$ cat config.mk
export PLATFORM = sky130hd
export DESIGN_NAME = pc_sequencer
export DESIGN_NICKNAME = d
export VERILOG_FILES = /design/src/rtl/pc_sequencer.sv
export SDC_FILE = /design/constraint.sdc
export NUM_CORES = 1
export LEC_CHECK = 0
export CAP_MARGIN = 20
export CORE_MARGIN = 8
export CORE_UTILIZATION = 35
export DETAILED_ROUTE_END_ITERATION = 12
export HOLD_SLACK_MARGIN = 0.05
export PLACE_DENSITY = 0.63
export SYNTH_ARGS = -nofsm -noshare
export SYNTH_HDL_FRONTEND = slang
export SYNTH_SLANG_ARGS = --single-unit
$ cat constraint.sdc
create_clock -name clk -period 5.9 [get_ports clk]
set_clock_uncertainty 0.2 [all_clocks]
set_input_delay 1.18 -clock clk [delete_from_list [all_inputs] [get_ports clk]]
set_output_delay 1.18 -clock clk [all_outputs]
set_load 0.01 [all_outputs]
$ cat src/rtl/pc_sequencer.sv
// Program-counter sequencer: in-order fetch addresses with conditional jumps,
// a one-cycle flush bubble after each jump, a stall input, and halt/resume.
//
// state   | meaning
// --------+-----------------------------------------------------------
// S_IDLE  | out of reset, waiting for the first enable; pc parked at 0
// S_RUN   | normal sequencing: increment, jump, stall or halt
// S_FLUSH | single bubble cycle after a jump; pc already holds target
// S_HALT  | frozen until resume is seen while halt is low
module pc_sequencer #(
  parameter int PC_W = 4
) (
  input  logic            clk,
  input  logic            rst_n,
  input  logic            enable,
  input  logic [1:0]      cond_sel,
  input  logic            a0,
  input  logic            b0,
  input  logic [PC_W-1:0] target,
  input  logic            status_in,
  input  logic            status_we,
  input  logic            halt,
  input  logic            resume,
  output logic [PC_W-1:0] pc,
  output logic            pc_valid,
  output logic            jump_taken,
  output logic            wrap,
  output logic            status_q
);

  typedef enum logic [1:0] {
    S_IDLE  = 2'd0,
    S_RUN   = 2'd1,
    S_FLUSH = 2'd2,
    S_HALT  = 2'd3
  } state_t;

  state_t          state, state_nx;
  logic [PC_W-1:0] pc_nx;
  logic            valid_nx;
  logic            jump_nx;
  logic            wrap_nx;
  logic            status_nx;
  logic            take;

  // Jump condition, always evaluated against the flag value before any write
  // arriving in the same cycle.
  always_comb begin
    take = 1'b0;
    case (cond_sel)
      2'b00:   take = 1'b0;
      2'b01:   take = 1'b1;
      2'b10:   take = ~status_q & ~a0 & b0;
      default: take = status_q & a0;
    endcase
  end

  // Next state and next registered outputs; halt outranks jump outranks increment.
  always_comb begin
    state_nx  = state;
    pc_nx     = pc;
    valid_nx  = 1'b0;
    jump_nx   = 1'b0;
    wrap_nx   = 1'b0;
    status_nx = status_we ? status_in : status_q;
    case (state)
      S_IDLE: begin
        if (enable) begin
          state_nx = S_RUN;
          pc_nx    = '0;
          valid_nx = 1'b1;
        end
      end
      S_RUN: begin
        if (halt) begin
          state_nx = S_HALT;
        end else if (enable) begin
          if (take) begin
            state_nx = S_FLUSH;
            pc_nx    = target;
            jump_nx  = 1'b1;
          end else begin
            pc_nx    = pc + 1'b1;
            wrap_nx  = &pc;
            valid_nx = 1'b1;
          end
        end
      end
      S_FLUSH: begin
        // The bubble always completes; a pending halt is honoured afterwards.
        if (halt) begin
          state_nx = S_HALT;
        end else begin
          state_nx = S_RUN;
          valid_nx = 1'b1;
        end
      end
      S_HALT: begin
        if (resume && !halt) begin
          state_nx = S_RUN;
          valid_nx = 1'b1;
        end
      end
      default: state_nx = S_IDLE;
    endcase
  end

  // State and output registers; reset clears everything immediately.
  always_ff @(posedge clk or negedge rst_n) begin
    if (!rst_n) begin
      state      <= S_IDLE;
      pc         <= '0;
      pc_valid   <= 1'b0;
      jump_taken <= 1'b0;
      wrap       <= 1'b0;
      status_q   <= 1'b0;
    end else begin
      state      <= state_nx;
      pc         <= pc_nx;
      pc_valid   <= valid_nx;
      jump_taken <= jump_nx;
      wrap       <= wrap_nx;
      status_q   <= status_nx;
    end
  end

endmodule

==> After elaboration in Yosys (flattened, before gate mapping) <==
Index checks and enable logic that the tools add are counted.
{ "classes": {"n_eq_ne": 11, "reduce_logical": 8, "n_mux": 28, "n_addsub": 1, "bitwise": 5} }
{ "op_table": {"columns": ["cell", "n"], "rows": [
  ["4-bit 2-to-1 mux", 4],
  ["1-bit 2-to-1 mux", 14],
  ["2-bit 2-to-1 mux", 6],
  ["4-bit AND reduction", 3],
  ["2-bit != test (second input constant)", 4],
  ["2-bit case mux with 4 select lines", 1],
  ["4-bit case mux with 2 select lines", 1],
  ["2-bit equality test (second input constant)", 3],
  ["3-bit != test (second input constant)", 2],
  ["4-bit by 1-bit adder with 4-bit output (second input constant)", 1],
  ["2-bit by 1-bit equality test with 1-bit output (second input constant)", 2],
  ["2-bit logical NOT", 2],
  ["1-bit case mux with 4 select lines", 1],
  ["1-bit AND", 3],
  ["1-bit case mux with 3 select lines", 1],
  ["1-bit NOT", 2],
  ["2-bit nonzero test", 1],
  ["1-bit logical AND", 1],
  ["1-bit logical NOT", 1]
]} }
{ "totals": {"inputBits": 15, "word_cells": 59, "out_inout_bits": 8, "ff_bits": 10} }

==> Longest topological paths before layout <==
Gate-level depths: netlist of the first run.
{ "depth": {"ltp_word": 8, "mapped_depth": 6, "ltp_nobuf": 6} }

==> Worst setup path before layout of the first run <==
OpenSTA, ideal clock, no wires.
{ "synth_path": {"path_type": "input port to flip-flop", "startpoint": "in cond_sel[1]", "endpoint": "reg state[1]", "slack_ns": 3.367, "t_required_ns": 5.575, "setup_ns": 0.125, "t_arrival_ns": 2.208, "path_stages": 4, "path_buffers": 0, "cell_sequence": "a21bo_2 > a22oi_2 > o32a_2 > mux2_4"} }
{ "synth_via": {"elab_chain_cells": 4, "word_cells_on_any_way": 6, "classes_between": "eq/ne (3); mux (1); reduce/logical (2)"} }
{ "synth_rtl": {"columns": ["item", "line_no", "rtl"], "rows": [
  ["start, declared", "16", "input logic [1:0] cond_sel,"],
  ["2-bit equality test (tied with other cells)", "50", "case (cond_sel)"],
  ["1-bit case mux with 3 select lines *", "50", null],
  ["3-bit != test (no line) *", null, null],
  ["4-bit AND reduction (no line) *", null, null],
  ["end signal, assigned", "118", "state <= state_nx;"],
  ["end, declared", "38", "state_t state, state_nx;"]
]} }
Mark *: on every way between the ends. The rest lies on a longest branch, timed or not.
A chain may end at the register's enable or synchronous reset.

==> Worst setup path after layout of the first run <==
Same ends and word-level chain as after synthesis.

==> impl_metrics.toml, run 1 <==
[global_routing]
grt.total_usage_pct = 9.19
grt-busiest-layer = "met2"
grtUsageMet3_pct = 2.17
met2_usage_pct = 14.0
grt_max_degree = 11
grt_overflow_total = 0
use_met1_pct = 10.8
first_global_vias = 530
antenna_found_initial = 0
grt_pass1_wl_um = 2380

[final_layout]
final_cell_mix = "clkdlybuf4s50_1, dfrtp_1, nand2_1"
area_delta_synth_final_pct = 42.6
final_nets = 111
drive_gt1_share_pct = 13.5
fin_area_um2 = 917
stdcell_count = 114
fin_util_pct = 53.1
fill_cells = 166
final_common_cell = "clkdlybuf4s50_1"
antenna_cells = 0

[placement]
dpl.hpwl_um = 1200
placed_area_um2 = 895
placed_cells = 111
portBuffers = 22
gp_congestion = 0.753

[sta]
fin_crit_sh_pct = 48.9
slew_headroom_pct = 67.1
fmax_mhz = 346
finalSetupViolCount = 0
fin_crit_ns = 2.89
drv_slew = 0
tightest_slew_ns = 0.488
rsz0062_at_grt = "false"
setup_tns_ns = 0
hold_viol = 0

[critical_path]
r2r_start = "state[1]"
end_kind = "flop"
reg2reg_depth = 5
cp.arrival_ns = 2.84
worstPathMaxFanout = 10
start_kind = "primary input"
r2r_end = "state[1]"
cp_data_required_time_ns = 5.85
rrSetupSlack_ns = 3.93
crit_type = "in -> reg"

[hold_path]
hp-start = "pc[1]"
min_to = "pc[1]"
hold_depth = 2
hold_path_class = "reg -> reg"

[yosys]
synth.avg_cell_area_um2 = 10.0
netlist.area_leader.share_pct = 38.9
synthTopCellsByArea = "dfrtp_1, ha_1, mux2i_1, nor4b_4, nand2_1"
synth_top_area_cell = "dfrtp_1"
synthesis.nets = 84
synthDistinctLibCells = 27
synth_seq_cells = 10
ys_seq_area_share_pct = 38.9
netlist_instances = 64
yosys_warnings = 0
synthesis.area_um2 = 643

[clocking]
cts_tree = "done"
cts.path.max_buffers = 2
cts_sinks = 10
cts-root-buf = "clkbuf_4"
clkSlewWorstSetupHoldPaths_ns = 0.07
cts_hold_buf = 0
cts_made_buffers = 3
htree_num_levels = 1
cts_setup_buffers = 0
clk_latency_ns = 0.26
cts_resized = 0

[floorplanning]
die_h_um = 58.9
dieArea_mm2 = 0.00347
core_area_mm2 = 0.00173
row_count = 15
start_util_pct = 37.2
die_x_um = 58.9
ios = 23

[outcome]
status = "complete, no violations"

[pwr]
peakVddDrop_mv = 0.171
finalPower_mw = 0.334
leakagePower_nw = 0.403
power_density_mw_per_mm2 = 365

[drt]
wl_per_cell_um = 13.3
drt_iter0_markers = 4
via_count = 552
post-route-drc-count = 0
drtPass1Iterations = 2
ant_nets = 0
wl_um = 1520
vias_per_cell = 4.84

[job]
drv_cap = 0
## synth_stat cells
cell and count:
dfrtp_1 10, nand2_1 6, ha_1 5, inv_1 5
nor2_1 5, o21ai_0 4, a21oi_1 3, mux2i_1 3
nor2b_1 3, and2b_2 2, nand3_1 2, a211oi_1 1
a21bo_2 1, a22oi_2 1, a32o_1 1, and3_1 1
and3b_2 1, mux2_2 1, mux2_4 1, nand3b_1 1
nor3_1 1, nor4b_4 1, o211ai_1 1, o22ai_1 1
o311ai_0 1, o32a_2 1, or2_1 1
## layout make-up
type,instances,area (um^2),area share [%]
Timing Repair Buffer,22,220,24.0
Multi-Input combinational cell,49,374,40.8
Sequential cell,10,250,27.3
Inverter,5,18.8,2.05
Clock buffer,3,22.5,2.46
Tap cell,25,31.3,3.41
## registers in the layout, indices dropped and copies added, names as in the netlist
name and count:
pc 4, state 2, jump_taken 1, pc_valid 1, status_q 1, wrap 1
## worst max-delay path, stage by stage
cell and delay (ns):
clkdlybuf4s50_1 0.48, a21bo_2 0.23, a22oi_2 0.39, o32a_2 0.26, mux2_4 0.29
## power by group
group	switching [mW]	internal (mW)
clock	0.0236	0.0235
combinational	0.0768	0.0938
sequential	0.0244	0.0921
## per-layer routing
layer	vias up	share of wire, %
met5	-	0
met3	2	4.8
met4	0	1.8
met1	254	49
li1	282	-
met2	14	44
## logic make-up (layout without fill, tap and decap cells)
group	after synthesis	in the layout	synth area share, %
AOI/OAI and AO/OA	15	15	16.9
adders and majority gates	5	5	9.73
buffers and inverters	5	30	2.92
DFF	10	10	38.9
muxes	5	5	8.75
and+or+nand+nor	24	24	22.8
## how the worst max path moves through the flow
stage,from,endpoint,slack [ns],cells after the start
2_1_floorplan,cond_sel[1],state[1],3.37,4
3_5_place_dp,cond_sel[1],state[1],2.73,5
6_report,cond_sel[1],state[1],3.01,5
5_1_grt,cond_sel[1],state[1],2.97,5
3_3_place_gp,cond_sel[1],state[1],2.77,5
4_1_cts,cond_sel[1],state[1],3.01,5
## metrics by stage
stage	worst slack (ns)	hold slack (ns)
floorplan	3.37	0.334
global placement	2.77	0.339
detailed placement	2.73	0.346
CTS	3.01	0.361
global route	2.97	0.387
finish	3.01	0.362
(Power assumes the default switching activity.)
==> inputs of run 2 (changes only) <==
==> constraint.sdc (replaced) <==
create_clock -name clk -period 2.8 [get_ports clk]
set_clock_uncertainty 0.2 [all_clocks]
set_input_delay 0.56 -clock clk [delete_from_list [all_inputs] [get_ports clk]]
set_output_delay 0.56 -clock clk [all_outputs]
set_load 0.01 [all_outputs]
==> run 2 against run 1 <==
Effect of this change: register-to-register slack got worse by 3.1 ns; critical endpoint unchanged; first-iteration DRC count rose by 25%; power rose by 110%; routed wire length rose by 3.3%; highest routed layer unchanged.
==> impl_metrics.toml, run 2 (synthesized netlist as in run 1, its figures left out) <==
[outcome]
status = "complete, no violations"

[final_layout]
fill_cells = 175
regMostFlops = "pc"
largest_reg_flops = 4
stdcell_count = 114
drive_gt1_share_pct = 13.5
final_nets = 111
antenna_cells = 0
top_regs = "pc x4, state x2"
area_delta_synth_final_pct = 42.6
fin_util_pct = 53.1
final_cell_mix = "clkdlybuf4s50_1, dfrtp_1, nand2_1"
final_common_cell = "clkdlybuf4s50_1"

[sta]
tightest_slew_ns = 0.519
fin_crit_ns = 2.29
fin_crit_sh_pct = 81.9
slew_headroom_pct = 65.4
setup_tns_ns = 0
rsz0062_at_grt = "false"
hold_viol = 0
drv_slew = 0
fmax_mhz = 436
finalSetupViolCount = 0

[pwr]
switching_share_pct = 37.3
switching_power_mw = 0.263
power_frac_seq_pct = 34.6
peakVddDrop_mv = 0.388
combPwrFrac_pct = 51.0
p_int_mw = 0.441
p_clk_share_pct = 14.4
power_density_mw_per_mm2 = 768
leakagePower_nw = 0.403

[drt]
wl_um = 1570
drt_iter0_markers = 5
via_count = 556
post-route-drc-count = 0
drtPass1Iterations = 4
ant_nets = 0
wl_per_cell_um = 13.7
vias_per_cell = 4.88

[critical_path]
slowest_stage = "clkdlybuf4s50_1"
worstPathMaxFanout = 10
crit_type = "in -> reg"
cp_cell_sequence = "clkdlybuf4s50_1 > a21bo_2 > a22oi_2 > o32a_2 > mux2_4"
cp_num_buf_inv = 1
end_kind = "flop"
cp_top_family = "compound AO/OA/AOI/OAI gates"
start_kind = "primary input"
cp_data_required_time_ns = 2.75
cp.arrival_ns = 2.25
max_stage_delay_ns = 0.49

[hold_path]
hold_path_class = "reg -> reg"

[job]
drv_cap = 0

[floorplanning]
die_h_um = 58.9
row_count = 15
core_area_mm2 = 0.00173
start_util_pct = 37.2
die_x_um = 58.9
dieArea_mm2 = 0.00347
ios = 23

[clocking]
cts_setup_buffers = 0
cts_sinks = 10
clkSlewWorstSetupHoldPaths_ns = 0.07
cts_hold_buf = 0
htree_num_levels = 1
cts.path.max_buffers = 2
cts_tree = "done"
cts_made_buffers = 3
cts_resized = 0
cts-root-buf = "clkbuf_4"
clk_latency_ns = 0.27

[placement]
dpl.hpwl_um = 1250
placed_cells = 111
gp_congestion = 0.760
portBuffers = 22

[global_routing]
grt_max_degree = 11
grt.total_usage_pct = 9.68
grt_overflow_total = 0
first_global_vias = 591
antenna_found_initial = 0
grt_pass1_wl_um = 2590
==> run 2: worst paths after layout <==
path                             start       end  slack [ns]  cells past startpoint
max                        cond_sel[1]  state[1]        0.51                      5
min                              pc[1]     pc[1]        0.35                      2
max reg2reg                   state[1]  state[1]        0.81                      5
min reg2reg                      pc[1]     pc[1]        0.35                      2
max in group asynchronous        rst_n  state[1]        1.66                      1
min in group asynchronous        rst_n     pc[2]        0.42                      1
==> run 2: layer usage <==
metal  share of wire (%)  global-route usage (%)  up-vias
met5                   0                       0        -
met4                 2.2                    6.14        0
met3                 4.2                    2.17        4
met2                  46                    15.7       16
met1                  47                    11.1      253
li1                    -                       -      283
==> run 2: stage by stage <==
| stage | power, mW | area [um^2] | setup WS [ns] | hold slack (ns) |
|---|---|---|---|---|
| 3_3_place_gp | 0.602 | 895 | 0.286 | 0.338 |
| 3_5_place_dp | 0.609 | 895 | 0.232 | 0.339 |
| 4_1_cts | 0.709 | 917 | 0.512 | 0.352 |
| 6_report | 0.704 | 917 | 0.506 | 0.352 |
| 2_1_floorplan | 0.461 | 643 | 0.887 | 0.0644 |
| 5_1_grt | 0.762 | 917 | 0.456 | 0.404 |
==> run 2: area by class of cell <==
| cell class | instances | area, um^2 | share of cell area (%) |
|---|---|---|---|
| well taps | 25 | 31.3 | 3.41 |
| multi-input cells | 49 | 374 | 40.8 |
| flip-flops and latches | 10 | 250 | 27.3 |
| clock buffers | 3 | 22.5 | 2.46 |
| repair buffers | 22 | 220 | 24.0 |
| inverters | 5 | 18.8 | 2.05 |
==> run 2: tightest hold or removal path: stages (launching register included) <==
cell,delay [ns]
dfrtp_1,0.39
nand2_1,0.06
o21ai_0,0.07
==> run 2: power by group through the flow <==
stage                     clock network (mW)  logic [mW]  registers, mW
final                                  0.102       0.359          0.243
after global routing                   0.109       0.399          0.253
after CTS                              0.102       0.364          0.243
after detailed placement                   0       0.364          0.245
after global placement                     0       0.356          0.246
after floorplan                            0       0.207          0.254
